===== src/rtl/control_sequencer.sv =====
// control_sequencer
//
// Two-state instruction sequencer.
//
// FETCH phase
//   - Requests an instruction word from RAM.
//   - Latches the word into the instruction register when the RAM flags it valid.
//
// EXEC phase
//   - Forwards the control word of the selected decoder straight onto the
//     datapath control outputs.
//   - Steps the execute sub-state until the decoder returns next_state == 0.
//   - A watchdog bounds the number of consecutive EXEC cycles per instruction.
//
// Optional feature (macro CTRL_SEQ_PERF_EN)
//   Adds two free-running performance counters:
//   - retired_cnt : counts instructions that finish normally.
//   - cycle_cnt   : counts every non-reset cycle.
//
// Parameters
//   EXEC_LIMIT  maximum consecutive EXEC cycles per instruction (>= 1)
//
// Ports
//   clock        system clock, all state updates on the rising edge
//   reset        synchronous, active-high
//   instr_in     instruction word from the RAM data bus
//   instr_valid  instr_in is valid this cycle (only looked at in FETCH)
//   cw_in        33-bit control word from the selected decoder
//   status_in    ALU status flags
//   ir_out       latched instruction register, feeds the decoders
//   state_out    execute sub-state, feeds the decoders
//   status_out   registered status flags
//   alu_en .. status_ld  datapath controls
//   fault        high during the EXEC cycle in which the watchdog expires
//   retired_cnt, cycle_cnt  performance counters (CTRL_SEQ_PERF_EN only)
module control_sequencer #(
  parameter int EXEC_LIMIT = 4
) (
  input  logic        clock,
  input  logic        reset,
  input  logic [31:0] instr_in,
  input  logic        instr_valid,
  input  logic [32:0] cw_in,
  input  logic [4:0]  status_in,
  output logic [31:0] ir_out,
  output logic [1:0]  state_out,
  output logic [4:0]  status_out,
  output logic        alu_en,
  output logic        alu_bs,
  output logic [4:0]  alu_fs,
  output logic        rf_b_en,
  output logic [4:0]  rf_sa,
  output logic [4:0]  rf_sb,
  output logic [4:0]  rf_da,
  output logic        rf_w,
  output logic        ram_en,
  output logic        ram_w,
  output logic        pc_en,
  output logic [1:0]  pc_fs,
  output logic        pc_is,
  output logic        status_ld,
  output logic        fault
`ifdef CTRL_SEQ_PERF_EN
  ,
  output logic [31:0] retired_cnt,
  output logic [31:0] cycle_cnt
`endif
);

  // FSM encoding kept as plain constants so older decoders and scripts that
  // peek at the state register keep working.
  localparam logic [0:0] ST_FETCH = 1'b0;
  localparam logic [0:0] ST_EXEC  = 1'b1;

  // Counter only needs to reach EXEC_LIMIT-1.
  localparam int CNT_W = (EXEC_LIMIT > 2) ? $clog2(EXEC_LIMIT) : 1;
  localparam logic [CNT_W-1:0] CNT_LAST = CNT_W'(EXEC_LIMIT - 1);

  // Field layout of the decoder control word, MSB first.
  typedef struct packed {
    logic       alu_en;
    logic       alu_bs;
    logic [4:0] alu_fs;
    logic       rf_b_en;
    logic [4:0] rf_sa;
    logic [4:0] rf_sb;
    logic [4:0] rf_da;
    logic       rf_w;
    logic       ram_en;
    logic       ram_w;
    logic       pc_en;
    logic [1:0] pc_fs;
    logic       pc_is;
    logic       status_ld;
    logic [1:0] next_state;
  } cw_t;

  cw_t             cw;
  logic [0:0]      state;
  logic [1:0]      sub_state;
  logic [CNT_W-1:0] exec_cnt;
  logic            in_exec;
  logic            exec_done;
  logic            watchdog;

  assign cw        = cw_t'(cw_in);
  assign in_exec   = (state == ST_EXEC);

  // Decoder says this instruction is finished.
  assign exec_done = in_exec && (cw.next_state == 2'd0);

  // Watchdog fires on the last allowed EXEC cycle only if the decoder still
  // wants to continue; a normal exit on that same cycle is not a fault.
  assign watchdog  = in_exec && (exec_cnt == CNT_LAST) && (cw.next_state != 2'd0);
  assign fault     = watchdog;

  // Datapath control mux: fixed idle/fetch pattern, or the decoder word.
  always_comb begin
    alu_en    = 1'b0;
    alu_bs    = 1'b0;
    alu_fs    = 5'b11111;
    rf_b_en   = 1'b0;
    rf_sa     = 5'd0;
    rf_sb     = 5'd31;
    rf_da     = 5'd0;
    rf_w      = 1'b0;
    ram_en    = 1'b1;
    ram_w     = 1'b0;
    pc_en     = 1'b0;
    pc_fs     = 2'b00;
    pc_is     = 1'b0;
    status_ld = 1'b0;
    state_out = 2'd0;
    if (in_exec) begin
      alu_en    = cw.alu_en;
      alu_bs    = cw.alu_bs;
      alu_fs    = cw.alu_fs;
      rf_b_en   = cw.rf_b_en;
      rf_sa     = cw.rf_sa;
      rf_sb     = cw.rf_sb;
      rf_da     = cw.rf_da;
      rf_w      = cw.rf_w;
      ram_en    = cw.ram_en;
      ram_w     = cw.ram_w;
      pc_en     = cw.pc_en;
      pc_fs     = cw.pc_fs;
      pc_is     = cw.pc_is;
      status_ld = cw.status_ld;
      state_out = sub_state;
    end
  end

  // State register, instruction register, sub-state and watchdog counter.
  always_ff @(posedge clock) begin
    if (reset) begin
      state     <= ST_FETCH;
      ir_out    <= 32'd0;
      sub_state <= 2'd0;
      exec_cnt  <= '0;
    end else begin
      case (state)
        ST_FETCH: begin
          if (instr_valid) begin
            ir_out    <= instr_in;
            sub_state <= 2'd0;
            exec_cnt  <= '0;
            state     <= ST_EXEC;
          end
        end
        ST_EXEC: begin
          // instr_valid is deliberately ignored here.
          if (exec_done || watchdog) begin
            state     <= ST_FETCH;
            sub_state <= 2'd0;
          end else begin
            sub_state <= cw.next_state;
            exec_cnt  <= exec_cnt + CNT_W'(1);
          end
        end
        default: begin
          state <= ST_FETCH;
        end
      endcase
    end
  end

  // Status flags load only under decoder control in EXEC, including on the
  // watchdog cycle, whose controls still take effect.
  always_ff @(posedge clock) begin
    if (reset) begin
      status_out <= 5'd0;
    end else if (in_exec && cw.status_ld) begin
      status_out <= status_in;
    end
  end

`ifdef CTRL_SEQ_PERF_EN
  // Both counters wrap naturally at 2^32.
  always_ff @(posedge clock) begin
    if (reset) begin
      cycle_cnt   <= 32'd0;
      retired_cnt <= 32'd0;
    end else begin
      cycle_cnt <= cycle_cnt + 32'd1;
      if (exec_done) begin
        retired_cnt <= retired_cnt + 32'd1;
      end
    end
  end
`endif

endmodule

===== config.mk =====
export PLATFORM = sky130hd
export DESIGN_NAME = control_sequencer
export DESIGN_NICKNAME = d
export VERILOG_FILES = /design/src/rtl/control_sequencer.sv
export SDC_FILE = /design/constraint.sdc
export NUM_CORES = 1
export LEC_CHECK = 0
export ABC_AREA = 1
export CORE_ASPECT_RATIO = 1.1
export CORE_MARGIN = 8
export CORE_UTILIZATION = 35
export CTS_BUF_LIST = sky130_fd_sc_hd__clkbuf_16
export CTS_CLUSTER_DIAMETER = 60
export CTS_CLUSTER_SIZE = 28
export DETAILED_ROUTE_END_ITERATION = 6
export PLACE_DENSITY = 0.82
export SYNTH_ARGS = -nofsm -noshare
export SYNTH_HDL_FRONTEND = slang
export SYNTH_SLANG_ARGS = --single-unit

===== constraint.sdc =====
create_clock -name clock -period 2.6 [get_ports clock]
set_input_delay 0.52 -clock clock [delete_from_list [all_inputs] [get_ports clock]]
set_output_delay 0.52 -clock clock [all_outputs]
set_load 0.01 [all_outputs]

=== Yosys cells after proc, flatten, opt, wreduce, memory -nomap -nowiden ===
Cells that the tools add are included.

* Bits in registers: 42
* Input port bits: 73
* Output and inout port bits: 71
* Word-level logic and storage cells: 42

* $add $sub $neg: 1
* Eq/ne operators: 3
* Multiplexer cells: 23
* Bitwise gates (word level): 1
* Reductions and logical operators: 9

{| class="wikitable"
|+ Operators by type and width
! kind !! number
|-
| $mux W5 || 4
|-
| $mux W1 || 11
|-
| $mux W2 || 5
|-
| $pmux W2 S2 || 2
|-
| $logic_and A1 B1 Y1 || 4
|-
| $ne A2 B2 Y1 const B || 2
|-
| $reduce_and A2 Y1 || 2
|-
| $add A2 B1 Y2 const B || 1
|-
| $eq A2 B2 Y1 const B || 1
|-
| $logic_not A2 Y1 || 1
|-
| $pmux W1 S2 || 1
|-
| $reduce_bool A2 Y1 || 1
|-
| $logic_or A1 B1 Y1 || 1
|-
| $not A1 Y1 || 1
|}

=== Longest topological paths before layout ===
* Depth in word-level cells: 6
* Gate-level depth with buffers: 7
* Gate-level depth less buffers: 7

=== Least setup slack after synthesis ===
No wires, ideal clock.

* Kind: reg-to-output
* From: register state, in the netlist in_exec
* To: output fault
* Arrival time: 0.914 ns
* Data required time: 2.080 ns
* Path slack: 1.166 ns
* Cell stages (with the launch flop): 5
* Buffers on the path: 2
* Cells stage by stage: dfxtp_1 buf_6 inv_2 buf_6 nor3_1

* Word-level cells in the longest chain between the ends: 2

{| class="wikitable"
|+ Ends and longest elaborated chain
! element !! line !! RTL
|-
| start, declared || 99 || <nowiki>logic [0:0] state;</nowiki>
|-
| start signal, assigned || 156 || <nowiki>state <= ST_FETCH;</nowiki>
|-
| start signal, assigned || 167 || <nowiki>state <= ST_EXEC;</nowiki>
|-
| start signal, assigned || 173 || <nowiki>state <= ST_FETCH;</nowiki>
|-
| $logic_and A1 B1 Y1 (2 in a row) || 114 || <nowiki>assign watchdog = in_exec && (exec_cnt == CNT_LAST) && (cw.next_state != 2'd0);</nowiki>
|-
| end, declared || 62 || <nowiki>output logic fault</nowiki>
|}

Every way passes these cells.

=== Worst setup path in the final report ===
* From: register state, in the netlist in_exec
* To: output status_ld

* Word-level cells in the longest chain between the ends: 1

{| class="wikitable"
|+ Ends and longest elaborated chain
! element !! line !! RTL
|-
| $mux W1 || 134 || <nowiki>if (in_exec) begin</nowiki>
|-
| end, declared || 61 || <nowiki>output logic status_ld,</nowiki>
|}

Every way passes these cells.

==> reports/qor.tcl <==
set qor(run_status) {complete, no violations}
set qor(grt_setup_unrepaired) {false}
set qor(clockBufferDepth) 2
set qor(final_nets) 466
set qor(worst-endpoint-arrival_ns) 1.89
set qor(post-route-period-util_pct) 92.6
set qor(tightest_slew_ns) 0.557
set qor(fmaxAchievable_mhz) 415
set qor(synth-seq-cells) 42
set qor(cts-htree-levels) 2
set qor(track_usage_pct) 16.4
set qor(num_rows) 27
set qor(comb_power_share_pct) 24.8
set qor(layout.area.seq_um2) 841
set qor(switchingPower_uw) 441
set qor(yosysWarnings) 0
set qor(fin_setup_tns_ns) 0
set qor(avg_cell_area_syn_um2) 7.09
set qor(critical_path.startpoint_type) {register}
set qor(globalRouteOverflowTotal) 0
set qor(synth-edff-count) 0
set qor(die_h_um) 91.1
set qor(power_switching_share_pct) 25.3
set qor(routabilityCongestion) 0.781
set qor(filler_cell_count) 426
set qor(timing.final.crit_period_ns) 2.41
set qor(final.setup.worst_slack_ns) 0.191
set qor(grt_antenna_before_repair) 0
set qor(post_route_cells_drive_above_1_share_pct) 5.85
set qor(io_pins) 144
set qor(worst-setup-path-type) {reg2out}
set qor(most-common-layout-cells) {clkdlybuf4s50_1 (143), nor2_1 (81), dfxtp_1 (42)}
set qor(skew_ns) 0.00550
set qor(timing.final.setup_violations) 0
set qor(async_flop_share_pct) 0
set qor(clk_pin_slew_ns) 0.05
set qor(final-max-slew-violation-count) 0
set qor(mostFrequentLayoutCell) {clkdlybuf4s50_1}
set qor(tritoncts.num_buffers) 5
set qor(p_per_area_nw_per_um2) 519
set qor(hold_class) {reg2reg}
set qor(floorplan.initialDensity_pct) 36.1
set qor(timing.max_cap.violations) 0
set qor(grt_max_degree) 39
set qor(clock_insertion_delay_worst_skew_ns) 0.28
set qor(drt_iter0_markers) 163
set qor(netlist-cell-type-count) 20
set qor(placeableCoreArea_um2) 4970
set qor(grt_first_pass_wirelength_um) 10300
set qor(cts-hold-fix-buffers) 0
set qor(synth.net_count) 327
set qor(postCtsResizedCells) 0
set qor(grt_pass1_vias) 2025
set qor(critical_path_required_ns) 2.08
set qor(remaining_drc_errors) 0
set qor(routed-via-count) 2044
set qor(die_w_um) 84.3
set qor(flow.area_growth_from_synthesis_pct) 87.1
set qor(io_buffer_count) 143
set qor(minimum_setup_slack_among_reg_to_reg_paths_ns) 1.14
set qor(detail_route.first_pass.iterations) 4
set qor(hold_violations) 0
set qor(ir_worst_vdd_mv) 0.480
set qor(internal_power_mw) 1.30
set qor(tritoncts) {yes}
set qor(endpoint_kind) {primary output}
set qor(power.share.sequential_pct) 41.5
set qor(route.final.wire_length_um) 6360
set qor(antenna_cells_inserted) 0
set qor(synthesis.instances) 253
set qor(leak_nw) 1.50
set qor(root_buffer) {clkbuf_16}
set qor(post-cts-setup-buffers) 0
set qor(ys_seq_area_share_pct) 46.9
set qor(vias_per_std_cell) 4.53
set qor(relSlewSlack_pct) 62.8
set qor(p_clk_share_pct) 33.7
set qor(cp_max_fo) 10
set qor(die_area_um2) 7680
set qor(place.detailed.hpwl_um) 5100
set qor(synthesis.area_um2) 1790
set qor(antenna_left) 0
set qor(pre_cts_ws_ns) 0.205
set qor(multi_input_comb_area_um2) 736
set qor(routed_len_inst_um) 14.1
set qor(postSynth.topFlopCell) {dfxtp_1}
set qor(cts.sinks) 42
routing by layer:
metal	part of all wire, %	global-route usage (%)
met4	1.5	4.61
met1	39	18.0
met3	11	7.69
met5	0	0
met2	48	27.4
Yosys cell counts, types with 2 or more instances:
library cell  count  area, µm²
nor2_1           81        304
dfxtp_1          42        841
o21ai_0          32        160
nand2_1          28        105
inv_1            27        101
or2_2             9       56.3
o21ai_1           6       30.0
buf_2             5       25.0
buf_6             5       56.3
a21oi_1           3       15.0
inv_2             3       11.3
nand3_1           3       15.0
or2_1             2       12.5
power by group through the flow:
stage | clock network (mW) | registers, mW | logic [mW]
2_1_floorplan | 0 | 0.754 | 0.149
3_3_place_gp | 0 | 0.734 | 0.433
3_5_place_dp | 0 | 0.737 | 0.438
4_1_cts | 0.606 | 0.723 | 0.439
5_1_grt | 0.624 | 0.730 | 0.475
6_report | 0.588 | 0.723 | 0.432
state kept, by name, summed over array words and instances, names as in the netlist:
signal	count
ir_out	32
status_out	5
exec_cnt	2
sub_state	2
in_exec	1
through the flow:
step	utilization [%]	power [mW]	cells	hold WS [ns]	cell area, µm²
after floorplan	-	0.902	253	0.454	1790
after global placement	64.8	1.17	443	0.470	3220
after detailed placement	64.8	1.17	443	0.472	3220
after CTS	67.6	1.77	451	0.485	3360
after global routing	67.6	1.83	451	0.503	3360
final	67.6	1.74	451	0.480	3360
critical path, cell delays in order, from the launching register on:
cell and delay [ns]:
dfxtp_1 0.61, nand2_1 0.22, inv_1 0.21, clkdlybuf4s50_1 0.57
worst paths after layout:
kind                       from             to  depth (start not counted)
setup / recovery        in_exec      status_ld                          3
hold / removal    status_out[1]  status_out[1]                          2
setup reg to reg        in_exec    exec_cnt[1]                          4
hold reg to reg   status_out[1]  status_out[1]                          2
area by class of cell:
cell class | instances | area share (%)
timing repair buffer | 146 | 43.3
sequential | 42 | 25.0
multi-input combinational | 167 | 21.9
clock buffer | 5 | 3.73
inverter | 30 | 3.35
tap | 58 | 2.16
clock inverter | 3 | 0.485
cells by family after synthesis:
kind of cell | synth area share, %
compound gates | 11.4
fa+ha+maj | 0.697
buf+inv | 12.1
flops | 46.9
simple gates | 28.9
Note: power is estimated with default switching activity, not from simulation.
